==> src/rtl/mem_burst_arbiter_if.sv <==
// Bundle of requester-side and memory-side signals for mem_burst_arbiter.
// Requests are level-held: reqN is sampled only in IDLE, and wr/addr/len are sampled at the grant edge.
// Beats are not back-pressured: wr_strobeN or rvalidN marks one beat per cycle, and doneN ends the burst.
interface mem_burst_arbiter_if #(
    parameter int ADDR_W = 16,
    parameter int DATA_W = 8,
    parameter int LEN_W  = 8
);
    logic              req0, req1;
    logic              wr0, wr1;
    logic [ADDR_W-1:0] addr0, addr1;
    logic [LEN_W-1:0]  len0, len1;
    logic [DATA_W-1:0] wdata0, wdata1;
    logic              wr_strobe0, wr_strobe1;
    logic [DATA_W-1:0] rdata0, rdata1;
    logic              rvalid0, rvalid1;
    logic              done0, done1;
    logic              busy;
    logic [ADDR_W-1:0] mem_address;
    logic              mem_read_signal, mem_write_signal;
    logic [DATA_W-1:0] mem_data;
    logic [DATA_W-1:0] mem_dataout;

    modport slave (
        input  req0, req1, wr0, wr1, addr0, addr1, len0, len1, wdata0, wdata1, mem_dataout,
        output wr_strobe0, wr_strobe1, rdata0, rdata1, rvalid0, rvalid1, done0, done1, busy,
               mem_address, mem_read_signal, mem_write_signal, mem_data
    );

    modport master (
        output req0, req1, wr0, wr1, addr0, addr1, len0, len1, wdata0, wdata1, mem_dataout,
        input  wr_strobe0, wr_strobe1, rdata0, rdata1, rvalid0, rvalid1, done0, done1, busy,
               mem_address, mem_read_signal, mem_write_signal, mem_data
    );
endinterface

==> src/rtl/mem_burst_arbiter.sv <==
// Round-robin two-requester arbiter that sequences byte-wide read/write bursts
// onto the shared feature/weight memory, one beat per cycle.
module mem_burst_arbiter #(
    parameter int ADDR_W = 16,
    parameter int DATA_W = 8,
    parameter int LEN_W  = 8
) (
    input  logic                clk,
    input  logic                RST,
    mem_burst_arbiter_if.slave  bus,
    output logic [1:0]          state_dbg
);
    typedef enum logic [1:0] {
        IDLE  = 2'd0,
        BURST = 2'd1,
        DRAIN = 2'd2
    } state_t;

    state_t             state, state_next;
    logic               gnt, last;
    logic [LEN_W-1:0]   cnt;
    logic [ADDR_W-1:0]  mem_address_q;
    logic               mem_rd_q, mem_wr_q;
    logic [DATA_W-1:0]  rdata0_q, rdata1_q;
    logic               rvalid0_q, rvalid1_q;

    logic               arb_valid, arb_sel, arb_wr;
    logic [ADDR_W-1:0]  arb_addr;
    logic [LEN_W-1:0]   arb_len;

    // On a tie the requester that did not win last time takes the grant.
    always_comb begin
        arb_valid = bus.req0 | bus.req1;
        arb_sel   = (bus.req0 & bus.req1) ? ~last : bus.req1;
        arb_wr    = arb_sel ? bus.wr1   : bus.wr0;
        arb_addr  = arb_sel ? bus.addr1 : bus.addr0;
        arb_len   = arb_sel ? bus.len1  : bus.len0;
    end

    always_ff @(posedge clk) begin
        if (RST) state <= IDLE;
        else     state <= state_next;
    end

    always_comb begin
        state_next = state;
        case (state)
            IDLE:    if (arb_valid) state_next = (arb_len == '0) ? DRAIN : BURST;
            BURST:   if (cnt == LEN_W'(1)) state_next = DRAIN;
            DRAIN:   state_next = IDLE;
            default: state_next = IDLE;
        endcase
    end

    always_ff @(posedge clk) begin
        if (RST) begin
            gnt           <= 1'b0;
            last          <= 1'b1;
            cnt           <= '0;
            mem_address_q <= '0;
            mem_rd_q      <= 1'b0;
            mem_wr_q      <= 1'b0;
            rdata0_q      <= '0;
            rdata1_q      <= '0;
            rvalid0_q     <= 1'b0;
            rvalid1_q     <= 1'b0;
        end else begin
            case (state)
                IDLE: begin
                    if (arb_valid) begin
                        gnt  <= arb_sel;
                        last <= arb_sel;
                        cnt  <= arb_len;
                        if (arb_len != '0) begin
                            mem_address_q <= arb_addr;
                            mem_rd_q      <= ~arb_wr;
                            mem_wr_q      <= arb_wr;
                        end
                    end
                end
                BURST: begin
                    cnt <= cnt - LEN_W'(1);
                    // The final beat drops the command at the same edge the FSM enters DRAIN.
                    if (cnt == LEN_W'(1)) begin
                        mem_rd_q <= 1'b0;
                        mem_wr_q <= 1'b0;
                    end else begin
                        mem_address_q <= mem_address_q + ADDR_W'(1);
                    end
                end
                default: ;
            endcase

            // Read data is captured at the end of the issuing cycle and is valid one cycle later.
            rvalid0_q <= mem_rd_q & ~gnt;
            rvalid1_q <= mem_rd_q & gnt;
            if (mem_rd_q) begin
                if (gnt) rdata1_q <= bus.mem_dataout;
                else     rdata0_q <= bus.mem_dataout;
            end
        end
    end

    assign bus.mem_address      = mem_address_q;
    assign bus.mem_read_signal  = mem_rd_q;
    assign bus.mem_write_signal = mem_wr_q;
    assign bus.mem_data         = gnt ? bus.wdata1 : bus.wdata0;
    assign bus.wr_strobe0       = mem_wr_q & ~gnt;
    assign bus.wr_strobe1       = mem_wr_q & gnt;
    assign bus.rdata0           = rdata0_q;
    assign bus.rdata1           = rdata1_q;
    assign bus.rvalid0          = rvalid0_q;
    assign bus.rvalid1          = rvalid1_q;
    assign bus.done0            = (state == DRAIN) & ~gnt;
    assign bus.done1            = (state == DRAIN) & gnt;
    assign bus.busy             = (state != IDLE);
    assign state_dbg            = state;
endmodule

==> src/flat_wrapper.sv <==
// flat-port wrapper written by rule: the top's interface ports become plain ports
module mem_burst_arbiter_flat 
#(
    parameter int ADDR_W = 16,
    parameter int DATA_W = 8,
    parameter int LEN_W  = 8
)
  (clk, RST, state_dbg, bus_req0, bus_req1, bus_wr0, bus_wr1, bus_addr0, bus_addr1, bus_len0, bus_len1, bus_wdata0, bus_wdata1, bus_mem_dataout, bus_wr_strobe0, bus_wr_strobe1, bus_rdata0, bus_rdata1, bus_rvalid0, bus_rvalid1, bus_done0, bus_done1, bus_busy, bus_mem_address, bus_mem_read_signal, bus_mem_write_signal, bus_mem_data);
  mem_burst_arbiter_if #(.ADDR_W(ADDR_W), .DATA_W(DATA_W), .LEN_W(LEN_W)) bus_i ();
  input  logic clk;
  input  logic RST;
  output logic [1:0] state_dbg;
  input wire logic [$bits(bus_i.req0)-1:0] bus_req0;
  input wire logic [$bits(bus_i.req1)-1:0] bus_req1;
  input wire logic [$bits(bus_i.wr0)-1:0] bus_wr0;
  input wire logic [$bits(bus_i.wr1)-1:0] bus_wr1;
  input wire logic [$bits(bus_i.addr0)-1:0] bus_addr0;
  input wire logic [$bits(bus_i.addr1)-1:0] bus_addr1;
  input wire logic [$bits(bus_i.len0)-1:0] bus_len0;
  input wire logic [$bits(bus_i.len1)-1:0] bus_len1;
  input wire logic [$bits(bus_i.wdata0)-1:0] bus_wdata0;
  input wire logic [$bits(bus_i.wdata1)-1:0] bus_wdata1;
  input wire logic [$bits(bus_i.mem_dataout)-1:0] bus_mem_dataout;
  output wire logic [$bits(bus_i.wr_strobe0)-1:0] bus_wr_strobe0;
  output wire logic [$bits(bus_i.wr_strobe1)-1:0] bus_wr_strobe1;
  output wire logic [$bits(bus_i.rdata0)-1:0] bus_rdata0;
  output wire logic [$bits(bus_i.rdata1)-1:0] bus_rdata1;
  output wire logic [$bits(bus_i.rvalid0)-1:0] bus_rvalid0;
  output wire logic [$bits(bus_i.rvalid1)-1:0] bus_rvalid1;
  output wire logic [$bits(bus_i.done0)-1:0] bus_done0;
  output wire logic [$bits(bus_i.done1)-1:0] bus_done1;
  output wire logic [$bits(bus_i.busy)-1:0] bus_busy;
  output wire logic [$bits(bus_i.mem_address)-1:0] bus_mem_address;
  output wire logic [$bits(bus_i.mem_read_signal)-1:0] bus_mem_read_signal;
  output wire logic [$bits(bus_i.mem_write_signal)-1:0] bus_mem_write_signal;
  output wire logic [$bits(bus_i.mem_data)-1:0] bus_mem_data;
  assign bus_i.req0 = bus_req0;
  assign bus_i.req1 = bus_req1;
  assign bus_i.wr0 = bus_wr0;
  assign bus_i.wr1 = bus_wr1;
  assign bus_i.addr0 = bus_addr0;
  assign bus_i.addr1 = bus_addr1;
  assign bus_i.len0 = bus_len0;
  assign bus_i.len1 = bus_len1;
  assign bus_i.wdata0 = bus_wdata0;
  assign bus_i.wdata1 = bus_wdata1;
  assign bus_i.mem_dataout = bus_mem_dataout;
  assign bus_wr_strobe0 = bus_i.wr_strobe0;
  assign bus_wr_strobe1 = bus_i.wr_strobe1;
  assign bus_rdata0 = bus_i.rdata0;
  assign bus_rdata1 = bus_i.rdata1;
  assign bus_rvalid0 = bus_i.rvalid0;
  assign bus_rvalid1 = bus_i.rvalid1;
  assign bus_done0 = bus_i.done0;
  assign bus_done1 = bus_i.done1;
  assign bus_busy = bus_i.busy;
  assign bus_mem_address = bus_i.mem_address;
  assign bus_mem_read_signal = bus_i.mem_read_signal;
  assign bus_mem_write_signal = bus_i.mem_write_signal;
  assign bus_mem_data = bus_i.mem_data;
  mem_burst_arbiter #(.ADDR_W(ADDR_W), .DATA_W(DATA_W), .LEN_W(LEN_W)) u_core (.clk(clk), .RST(RST), .bus(bus_i), .state_dbg(state_dbg));
endmodule
==> config.mk <==
export PLATFORM = sky130hd
export DESIGN_NAME = mem_burst_arbiter_flat
export DESIGN_NICKNAME = d
export VERILOG_FILES = /design/src/rtl/mem_burst_arbiter_if.sv /design/src/rtl/mem_burst_arbiter.sv /design/src/flat_wrapper.sv
export SDC_FILE = /design/constraint.sdc
export NUM_CORES = 1
export LEC_CHECK = 0
export ABC_AREA = 1
export ABC_CLOCK_PERIOD_IN_PS = 4300
export CAP_MARGIN = 20
export CORE_AREA = 2 2 84 86
export DETAILED_ROUTE_END_ITERATION = 10
export DIE_AREA = 0 0 86 88
export PLACE_DENSITY_LB_ADDON = 0.1
export SETUP_SLACK_MARGIN = 0.05
export SLEW_MARGIN = 10
export SYNTH_ARGS = -nofsm -noshare
export SYNTH_HDL_FRONTEND = slang
export SYNTH_SLANG_ARGS = --single-unit
==> constraint.sdc <==
create_clock -name clk -period 4.3 [get_ports clk]
set_input_delay 1.075 -clock clk [delete_from_list [all_inputs] [get_ports clk]]
set_output_delay 1.075 -clock clk [all_outputs]
set_load 0.05 [all_outputs]
Word level (Yosys, flattened, before mapping). Index checks and enable logic that the tools add are counted. W data, S select, Z words.

$add $sub $neg: 2. Equality and inequality tests: 7. Multiplexer cells: 22. Bitwise operators: 11. Reduce and logical (&&, ||, !) cells: 12.

Operator list (number): $mux W16 (4); $pmux W16 S2 (1); $mux W8 (3); $add A16 B1 Y16 const B (1); $pmux W8 S2 (1); $reduce_and A2 Y1 (5); $eq A8 B1 Y1 const B (1); $logic_not A8 Y1 (1); $reduce_and A4 Y1 (2); $reduce_bool A8 Y1 (1); $sub A8 B1 Y8 const B (1); $and A1 B1 Y1 (7); $mux W1 (7); $mux W2 (3); $ne A2 B1 Y1 const B (3); $pmux W1 S2 (2); $pmux W2 S2 (1); $reduce_bool A2 Y1 (2); $not A1 Y1 (3); $eq A2 B1 Y1 const B (1); $eq A2 B2 Y1 const B (1); $logic_not A2 Y1 (1); $ne A2 B2 Y1 const B (1); $or A1 B1 Y1 (1).

Flip-flop bits (word level): 48. Bits of input ports: 78. Output and inout bits: 51. Logic and storage cells: 65.

Longest topological paths before layout. Gate-level depths: netlist (run 1).

Depth after elaboration: 7. Gate-level depth with buffers: 13.

Least setup slack after synthesis (run 1). OpenSTA, ideal clock, no wires.

Kind: register to output. Start: register u_core.state[1] (netlist: u_core.state_dbg[1]). End: output bus_done0. Data arrival time: 1871 ps. Required time: 3225 ps. Setup slack: 1354 ps. Stages on the path, launching flop included: 3. Path through: dfxtp_1 > inv_1 > nor3_1.

Longest elaborated chain between the ends: 2.

RTL lines: start: declaration (line mem_burst_arbiter.sv:19) `state_t state, state_next;`; start signal: assignment (line mem_burst_arbiter.sv:42) `else state <= state_next;`; $eq A2 B2 Y1 (line mem_burst_arbiter.sv:114) `assign bus.done0 = (state == DRAIN) & ~gnt;`; $and A1 B1 Y1 (line mem_burst_arbiter.sv:114); end: declaration (line flat_wrapper.sv:30) `output wire logic [$bits(bus_i.done0)-1:0] bus_done0;`.

No other way between the ends.

Final worst setup path (run 1).
Start: register u_core.gnt. End: output bus_done1.

Longest elaborated chain between the ends: 1.

RTL lines: start: declaration (line mem_burst_arbiter.sv:20) `logic gnt, last;`; start signal: assignment (line mem_burst_arbiter.sv:71) `gnt <= arb_sel;`; $and A1 B1 Y1 (line mem_burst_arbiter.sv:115) `assign bus.done1 = (state == DRAIN) & gnt;`; end: declaration (line flat_wrapper.sv:31) `output wire logic [$bits(bus_i.done1)-1:0] bus_done1;`.

No other way between the ends.

==> results of run 1 <==
final timing paths:
kind                               end  slack (ns)           startpoint  depth (start not counted)
max                          bus_done1        0.71           u_core.gnt                          3
min                      u_core.cnt[1]        0.47        u_core.cnt[1]                          2
max reg2reg  u_core.bus.mem_address[5]        1.62  u_core.state_dbg[0]                          8
min reg2reg              u_core.cnt[1]        0.47        u_core.cnt[1]                          2
cell usage after synthesis, drive strengths merged:
master	instances	area, µm²
o21ai	46	230.2
nand3b	7	52.55
ha	3	37.54
nor2	112	427.9
o31ai	2	15.01
a221oi	1	8.760
a21oi	18	90.09
o22ai	2	12.51
nand2	145	590.6
o21bai	1	7.510
dfxtp	48	960.9
nor3	6	30.03
nand4	4	25.02
and2	1	6.260
xnor2	1	8.760
buf	6	66.31
o211ai	2	15.01
clkinv	2	7.510
a31oi	1	6.260
clkbuf	9	33.78
inv	43	161.4
nand3	27	147.6
xor2	4	35.03
layer usage:
metal	vias to the layer above	GRT usage [%]	share of wire, %
li1	1801	-	-
met1	1575	27.50	43
met2	89	44.47	51
met3	7	5.090	5.6
met4	0	7.071	0.93
met5	-	0	0
where the power goes:
part           total (W)  internal [W]  switching [W]
Combinational   0.000779      0.000282       0.000497
Clock           0.000397      0.000234       0.000163
Sequential      0.000568      0.000507      0.0000607
Total            0.00174       0.00102       0.000721
state kept, by name, indices dropped and copies added (netlist names):
name / count
u_core.gnt: 1
u_core.state_dbg: 2
u_core.bus.mem_read_signal: 1
u_core.last: 1
u_core.bus.rvalid1: 1
u_core.bus.rdata0: 8
u_core.bus.mem_write_signal: 1
u_core.bus.rdata1: 8
u_core.bus.mem_address: 16
u_core.bus.rvalid0: 1
u_core.cnt: 8
cell families after synthesis:
group / after synthesis
flip-flops: 48
XOR/XNOR: 5
adder cells (fa/ha/maj): 3
buffers and inverters: 60
AND/OR/NAND/NOR: 302
AO/OA/AOI/OAI: 73
through the flow:
| step | cell area, µm² | std cells | power, W | utilization [%] |
|---|---|---|---|---|
| after global placement | 4265 | 685 | 0.001339 | 64.20 |
| after detailed placement | 4265 | 685 | 0.001353 | 64.20 |
| final | 4403 | 693 | 0.001744 | 66.27 |
| after global routing | 4403 | 693 | 0.001847 | 66.27 |
| after floorplan | 2977 | 491 | 0.001100 | - |
| after CTS | 4403 | 693 | 0.001751 | 66.27 |
area by class of cell:
class                           instances  area, µm²  share of cell area [%]
Clock buffer                            5      68.82                   1.563
Timing Repair Buffer                  129       1289                   29.27
Sequential cell                        48      960.9                   21.82
Inverter                               45      168.9                   3.836
Clock inverter                          3      68.82                   1.563
Multi-Input combinational cell        383       1747                   39.67
Tap cell                               80      100.1                   2.273
critical path: cells and delay by family (launching register included):
kind / cells / cell delay, ns
buffers and inverters: 2 / 1.30
DFF: 1 / 0.64
and+or+nand+nor: 1 / 0.27
==> results.tsv, run 1 <==
stage	metric	value	unit
floorplan	die_x	86	µm
clocking	cts_buffers	5	
clocking	cts_resized	0	
worst_setup_path	crit_fanout	14	
layout	n_fill_cell	595	
clocking	postCtsSetupBuffers	0	
synth	synth_nets	572	
floorplan	num_io_pins	129	
clocking	cts_hold_buf	0	
timing	fmax	0.2782	GHz
place	dpl_worst_slack	0.7525	ns
synth	synth_xor_area_share	1.471	%
synth	synth_top_family_by_area	simple AND/OR/NAND/NOR gates	
worst_setup_path	slowest_delay	0.87	ns
synth	synth_area	0.002977	mm²
place	io_buffer_count	128	
worst_setup_path	critical_path_required	3.22	ns
worst_hold_path	min_path_type	reg2reg	
drt	dr.pass1.iters	4	
timing	slew-limit-headroom	44.83	%
drt	drc	0	
worst_setup_path	path_cells	clkinv_1, nor3_1, clkdlybuf4s50_1	
drt	ant_nets	0	
timing	rsz0062_at_grt	false	
place	dp_hpwl	6715	µm
flow_run	max_cap_viol_count	0	
place	gp_congestion	0.8257	
grt	grt_max_degree	29	
grt	grt_pass1_vias	3279	
worst_setup_path	path_class	reg2out	
timing	finalWorstSetupSlack	0.7060	ns
timing	tightest_slew	0.8266	ns
clocking	cts.sinks	48	
worst_setup_path	arrival	2.52	ns
drt	dr.first_iter.drc_count	136	
timing	setup-tns-final	0	ns
synth	synth-seq-area-share	32.28	%
worst_setup_path	cpMaxStageDelayCell	clkdlybuf4s50_1	
floorplan	core_area	0.006644	mm²
floorplan	dieArea	0.007568	mm²
floorplan	start_util	44.80	%
pwr	p_leak	1.892	nW
drt	wl_per_cell	13.12	µm
pwr	ir_worst_vdd	0.2113	mV
worst_setup_path	end_kind	primary output	
layout	fin_nets	693	
clocking	root_buffer	clkbuf_8	
clocking	htreeDepth	2	
clocking	tritoncts	done	
drt	wl	9091	µm
layout	final_cell_mix	136 x nand2_1, 128 x clkdlybuf4s50_1, 111 x nor2_1, 48 x dfxtp_1, 45 x o21ai_0	
timing	hold_viol	0	
grt	grt_use_total	23.93	%
layout	drive_above_1_share	3.263	%
timing	min_period	3.594	ns
timing	hold_ws	0.4693	ns
synth	synth.avg_cell_area	6.062	µm²
timing	finalCritPeriodShare	83.58	%
pwr	power_density	396.1	mW/mm²
timing	finalSetupViolCount	0	
layout	area_delta_synth_final	47.92	%
layout	layout_commonest_cell	nand2_1	
synth	synth_compound_area_share	12.95	%
floorplan	die_h	88	µm
grt	grt_antenna_before_repair	0	
timing	slew_violations	0	
drt	num_vias	3472	
clocking	clk_latency	0.31	ns
drt	vias_per_cell	5.010	
synth	ys.warnings.count	0	
synth	synthSimpleGateAreaFrac	43.00	%
synth	synthDistinctLibCells	33	
grt	grt_overflow_total	0	
synth	syn_inst	491	
worst_setup_path	critPathLaunchType	flip-flop	
timing	final.setup_skew	0.01325	ns
run_status	status	complete, no violations	
synth	synth_fa_ha_area_share	1.261	%
clocking	cts_buffer_depth	2	
synth	synth_seq_cells	48	
clocking	clkTransAtPathRegs	0.09	ns
layout	diodes	0	
synth	muxShareOfSynthArea	0	%
floorplan	fp-row-count	30	
grt	grt_pass1_wl	14800	µm
(Power assumes the default switching activity.)
==> run 2, diff against run 1 <==
- ABC_CLOCK_PERIOD_IN_PS: 4300 -> 3130
- CORE_AREA: 2 2 84 86 -> 2 2 91 93
- DIE_AREA: 0 0 86 88 -> 0 0 93 95
- clock period: 4.3 -> 3.13 ns (I/O delays scaled with it)
==> results.tsv, run 2 (synthesis gave the netlist of run 1 again) <==
stage	metric	value	unit	change
layout	final_core_util	56.31	%	-10 points
layout	layout_commonest_cell	nand2_1		
worst_hold_path	min_path_type	reg2reg		
worst_setup_path	crit_start	u_core.gnt		
worst_setup_path	arrival	1.98	ns	-0.54 ns
floorplan	num_io_pins	129		unchanged
pwr	ir_worst_vdd	0.3361	mV	+59%
grt	grt_overflow_total	0		unchanged
grt	grt_pass1_wl	14800	µm	unchanged
drt	vias_per_cell	4.812		-3.9%
floorplan	core_area	0.007928	mm²	+19%
drt	num_vias	3489		+0.49%
clocking	cts_buffers	5		unchanged
clocking	cts.sinks	48		unchanged
clocking	cts_resized	0		unchanged
timing	slew-limit-headroom	63.75	%	+19 points
clocking	tritoncts	done		
worst_setup_path	critPathLaunchType	flip-flop		
grt	grt_max_degree	29		unchanged
worst_setup_path	end_kind	primary output		
grt	grt_use_total	20.65	%	-3.3 points
timing	finalWorstSetupSlack	0.3626	ns	-0.3434 ns
clocking	cts_hold_buf	0		unchanged
grt	grt_pass1_vias	3257		-0.67%
timing	finalCritPeriodShare	88.42	%	
place	dp_hpwl	6947	µm	+3.5%
worst_setup_path	r2r-start	u_core.state_dbg[1]		
timing	finalSetupViolCount	0		unchanged
drt	wl	9188	µm	+1.1%
layout	final_cell_mix	136 x nand2_1, 119 x clkdlybuf4s50_1, 111 x nor2_1, 48 x dfxtp_1, 45 x o21ai_0		
pwr	total_power	0.002402	W	+38%
timing	final.setup_skew	0.01072	ns	-0.002521 ns
layout	diodes	0		unchanged
clocking	clkTransAtPathRegs	0.10	ns	about the same
layout	drive_above_1_share	5.806	%	+2.5 points
floorplan	die_h	95	µm	+8.0%
clocking	root_buffer	clkbuf_8		
layout	fin_nets	700		+1.0%
floorplan	dieArea	0.008835	mm²	+17%
timing	rsz0062_at_grt	false		
timing	hold_viol	0		unchanged
drt	ant_nets	0		unchanged
place	dpl_worst_slack	0.2247	ns	-0.5278 ns
worst_hold_path	hold_depth	2		unchanged
floorplan	start_util	37.55	%	-7.3 points
timing	setup-tns-final	0	ns	unchanged
pwr	p_leak	1.936	nW	+2.3%
worst_setup_path	critical_path_required	2.35	ns	-0.87 ns
place	io_buffer_count	128		unchanged
worst_setup_path	reg2regPathDepth	9		+1
run_status	status	complete, no violations		
drt	drc	0		unchanged
drt	dr.first_iter.drc_count	126		-7.4%
floorplan	fp-row-count	33		+10%
timing	min_period	2.767	ns	
drt	wl_per_cell	12.67	µm	-3.4%
pwr	power_density	538.1	mW/mm²	+36%
grt	grt_antenna_before_repair	0		unchanged
layout	largest_reg_flops	16		unchanged
clocking	postCtsSetupBuffers	0		unchanged
clocking	cts_buffer_depth	2		unchanged
worst_setup_path	crit_fanout	14		unchanged
worst_setup_path	regToRegSetupSlack	1.01	ns	-0.61 ns
worst_setup_path	endpoint	bus_done0		
clocking	clk_latency	0.30	ns	about the same
timing	slew_violations	0		unchanged
timing	fmax	0.3613	GHz	
timing	hold_ws	0.4669	ns	-0.002344 ns
flow_run	max_cap_viol_count	0		unchanged
drt	dr.pass1.iters	5		+1
timing	tightest_slew	0.5421	ns	-0.2845 ns
layout	area_delta_synth_final	49.98	%	
clocking	htreeDepth	2		unchanged
floorplan	die_x	93	µm	+8.1%
worst_setup_path	path_class	reg2out		
place	gp_congestion	0.8705		+5.4%
worst_setup_path	rr_endpoint	u_core.bus.mem_address[2]		
[run 2: cell count changes in the layout (fill, tap and decap cells not counted), sizes merged]
cell	change
buf	+16
clkdlybuf4s50	-9
[run 2: power breakdown]
group          switching (W)  internal, W  leakage (nW)
clock network       0.000224     0.000322        0.0687
registers          0.0000841     0.000697         0.395
logic               0.000681     0.000394          1.47
[run 2: worst min-delay path by stage]
stage                          endpoint     startpoint  slack (ns)
after detailed placement  u_core.cnt[1]  u_core.cnt[1]        0.46
final                     u_core.cnt[1]  u_core.cnt[1]        0.47
after CTS                 u_core.cnt[1]  u_core.cnt[1]        0.47
after global routing      u_core.cnt[1]  u_core.cnt[1]        0.49
after global placement    u_core.cnt[1]  u_core.cnt[1]        0.45
after floorplan           u_core.cnt[1]  u_core.cnt[1]        0.45
[run 2: final cells by class]
| type | count | area, µm² |
|---|---|---|
| Multi-Input combinational cell | 383 | 1747 |
| Clock buffer | 5 | 68.82 |
| Tap cell | 105 | 131.4 |
| Fill cell | 827 | 3463 |
| Sequential cell | 48 | 960.9 |
| Clock inverter | 3 | 68.82 |
| Inverter | 45 | 168.9 |
| Timing Repair Buffer | 136 | 1319 |
[run 2: through the flow]
stage,cell area [µm²],cells
after floorplan,2977,491
after global placement,4327,717
after detailed placement,4327,717
after CTS,4464,725
after global routing,4464,725
final,4464,725
[run 2: per-layer routing]
layer	up-vias	global-route usage [%]	wire length (µm)	share of wire [%]
met2	115	35.75	4517	49
met4	0	7.230	172	1.9
met3	16	4.389	597	6.5
met1	1550	25.45	3901	42
met5	-	0	0	0
li1	1808	-	-	-
[run 2: critical path, stage by stage (launching register included)]
cell and delay [ns]:
dfxtp_1 0.47, nor3_1 0.34, clkdlybuf4s50_1 0.87
==> run 3, diff against run 2 <==
- CORE_AREA: 2 2 91 93 -> 2 2 77 79
- DIE_AREA: 0 0 93 95 -> 0 0 79 81
- DONT_BUFFER_PORTS: default -> 1
- SLEW_MARGIN: 10 -> 20
==> results.tsv, run 3 (synthesis gave the netlist of run 1 again) <==
stage	metric	value	unit	change
layout	diodes	0		unchanged
floorplan	core_area	0.005675	mm²	-28%
floorplan	die_x	79	µm	-15%
layout	drive_above_1_share	6.653	%	+0.85 points
timing	finalSetupViolCount	0		unchanged
worst_setup_path	cpMaxStageDelayCell	dfxtp_1		
clocking	cts_buffers	5		unchanged
clocking	root_buffer	clkbuf_8		
worst_hold_path	hold_path_startpoint	u_core.cnt[1]		
drt	dr.first_iter.drc_count	136		+7.9%
clocking	cts_hold_buf	0		unchanged
grt	grt_antenna_before_repair	0		unchanged
drt	vias_per_cell	5.208		+8.2%
layout	largest_reg_flops	16		unchanged
layout	final_core_util	56.13	%	-0.18 points
drt	num_vias	2974		-15%
layout	n_fill_cell	606		-27%
worst_setup_path	end_kind	primary output		
timing	final.setup_skew	0.009538	ns	-0.001187 ns
clocking	cts_resized	0		unchanged
pwr	power_density	658.0	mW/mm²	+22%
grt	grt_use_total	23.23	%	+2.6 points
place	dp_hpwl	5702	µm	-18%
timing	hold_viol	0		unchanged
clocking	cts_buffer_depth	2		unchanged
clocking	htreeDepth	2		unchanged
worst_hold_path	min_path_type	reg2reg		
worst_hold_path	hold_depth	2		unchanged
floorplan	die_h	81	µm	-15%
timing	finalWorstSetupSlack	0.7492	ns	+0.3866 ns
grt	grt_overflow_total	0		unchanged
pwr	p_leak	1.455	nW	-25%
timing	rsz0062_at_grt	false		
worst_setup_path	path_class	reg2out		
timing	finalCritPeriodShare	76.06	%	-12 points
worst_setup_path	rr_endpoint	u_core.cnt[7]		
layout	layout_commonest_cell	nand2_1		
layout	fin_nets	576		-18%
clocking	postCtsSetupBuffers	0		unchanged
worst_setup_path	critical_path_required	2.35	ns	about the same
worst_setup_path	regToRegSetupSlack	0.94	ns	-0.07 ns
clocking	tritoncts	done		
grt	grt_max_degree	29		unchanged
drt	wl	7748	µm	-16%
flow_run	max_cap_viol_count	0		unchanged
worst_setup_path	crit_fanout	14		unchanged
worst_setup_path	critPathLaunchType	flip-flop		
worst_setup_path	crit_start	u_core.gnt		
grt	grt_pass1_wl	11930	µm	-19%
drt	ant_nets	0		unchanged
floorplan	fp-row-count	28		-15%
pwr	ir_worst_vdd	0.3587	mV	+6.7%
place	io_buffer_count	0		-100%
worst_setup_path	r2r-start	u_core.state_dbg[1]		
layout	stdcell_count	571		-21%
worst_setup_path	arrival	1.60	ns	-0.38 ns
timing	setup-tns-final	0	ns	unchanged
timing	tightest_slew	0.6351	ns	+0.09296 ns
worst_setup_path	path_cells	buf_4, clkinv_1, nor3_2, buf_4		
worst_setup_path	slowest_delay	0.32	ns	-0.55 ns
layout	final_cell_mix	136 x nand2_1, 111 x nor2_1, 48 x dfxtp_1, 45 x o21ai_0, 43 x inv_1		
timing	slew-limit-headroom	57.60	%	-6.1 points
worst_setup_path	reg2regPathDepth	8		-1
clocking	cts.sinks	48		unchanged
pwr	total_power	0.002096	W	-13%
floorplan	dieArea	0.006399	mm²	-28%
place	gp_congestion	0.8530		-2.0%
drt	dr.pass1.iters	4		-1
worst_setup_path	cpMostUsedCell	buf_4		
timing	fmax	0.4200	GHz	+16%
floorplan	start_util	52.45	%	+15 points
drt	drc	0		unchanged
clocking	clk_latency	0.31	ns	about the same
drt	wl_per_cell	13.57	µm	+7.1%
place	place_inst	563		-21%
layout	area_delta_synth_final	7.020	%	
clocking	clkTransAtPathRegs	0.10	ns	about the same
timing	slew_violations	0		unchanged
run_status	status	complete, no violations		
grt	grt_pass1_vias	2636		-19%
worst_hold_path	hold_path_end	u_core.cnt[1]		
floorplan	num_io_pins	129		unchanged
place	dpl_worst_slack	0.8518	ns	+0.6271 ns
timing	min_period	2.381	ns	-0.3866 ns
run 3: cell count changes in the layout (fill, tap and decap cells not counted), sizes merged:
cell,before,now
clkinvlp,0,1
bufinv,2,1
buf,17,12
clkdlybuf4s50,119,0
run 3: where the power goes:
part           total [W]  switching, W  internal [W]  leakage (nW)
sequential      0.000949      0.000253      0.000696         0.395
clock           0.000477      0.000236      0.000241        0.0548
combinational   0.000670      0.000469      0.000201          1.00
total            0.00210      0.000958       0.00114          1.45
run 3: per-stage QoR:
step | cell area, µm² | hold slack, ns
4_1_cts | 3186 | 0.4679
6_report | 3186 | 0.4627
5_1_grt | 3186 | 0.5059
2_1_floorplan | 2977 | 0.4453
3_3_place_gp | 3070 | 0.4489
3_5_place_dp | 3070 | 0.4544
run 3: final cells by class:
type | count | area (µm²) | share of cell area, %
inverters | 45 | 168.9 | 5.302
flip-flops and latches | 48 | 960.9 | 30.16
clock buffers | 5 | 68.82 | 2.160
repair buffers | 12 | 90.09 | 2.828
multi-input cells | 383 | 1757 | 55.15
clock inverters | 3 | 46.29 | 1.453
well taps | 75 | 93.84 | 2.946
run 3: worst max-delay path by stage:
| stage | to | cells past startpoint |
|---|---|---|
| floorplan | bus_done0 | 2 |
| global route | bus_mem_data[3] | 4 |
| detailed placement | u_core.bus.mem_address[1] | 11 |
| global placement | u_core.bus.mem_address[5] | 11 |
| finish | bus_done1 | 4 |
| CTS | bus_done1 | 4 |
run 3: worst max-delay path, delay by kind of cell, from the launching register on:
| kind | cells | cell delay [ns] |
|---|---|---|
| buf+inv | 3 | 0.72 |
| flops | 1 | 0.32 |
| simple gates | 1 | 0.24 |
run 3: metal layers:
| layer | up-vias | global-route usage [%] | share of wire (%) | wire length (µm) |
|---|---|---|---|---|
| met5 | - | 0 | 0 | 0 |
| met4 | 0 | 5.690 | 1.0 | 79 |
| met3 | 9 | 5.667 | 7.5 | 583 |
| met2 | 97 | 41.44 | 51 | 3925 |
| met1 | 1304 | 28.23 | 41 | 3159 |
| li1 | 1564 | - | - | - |
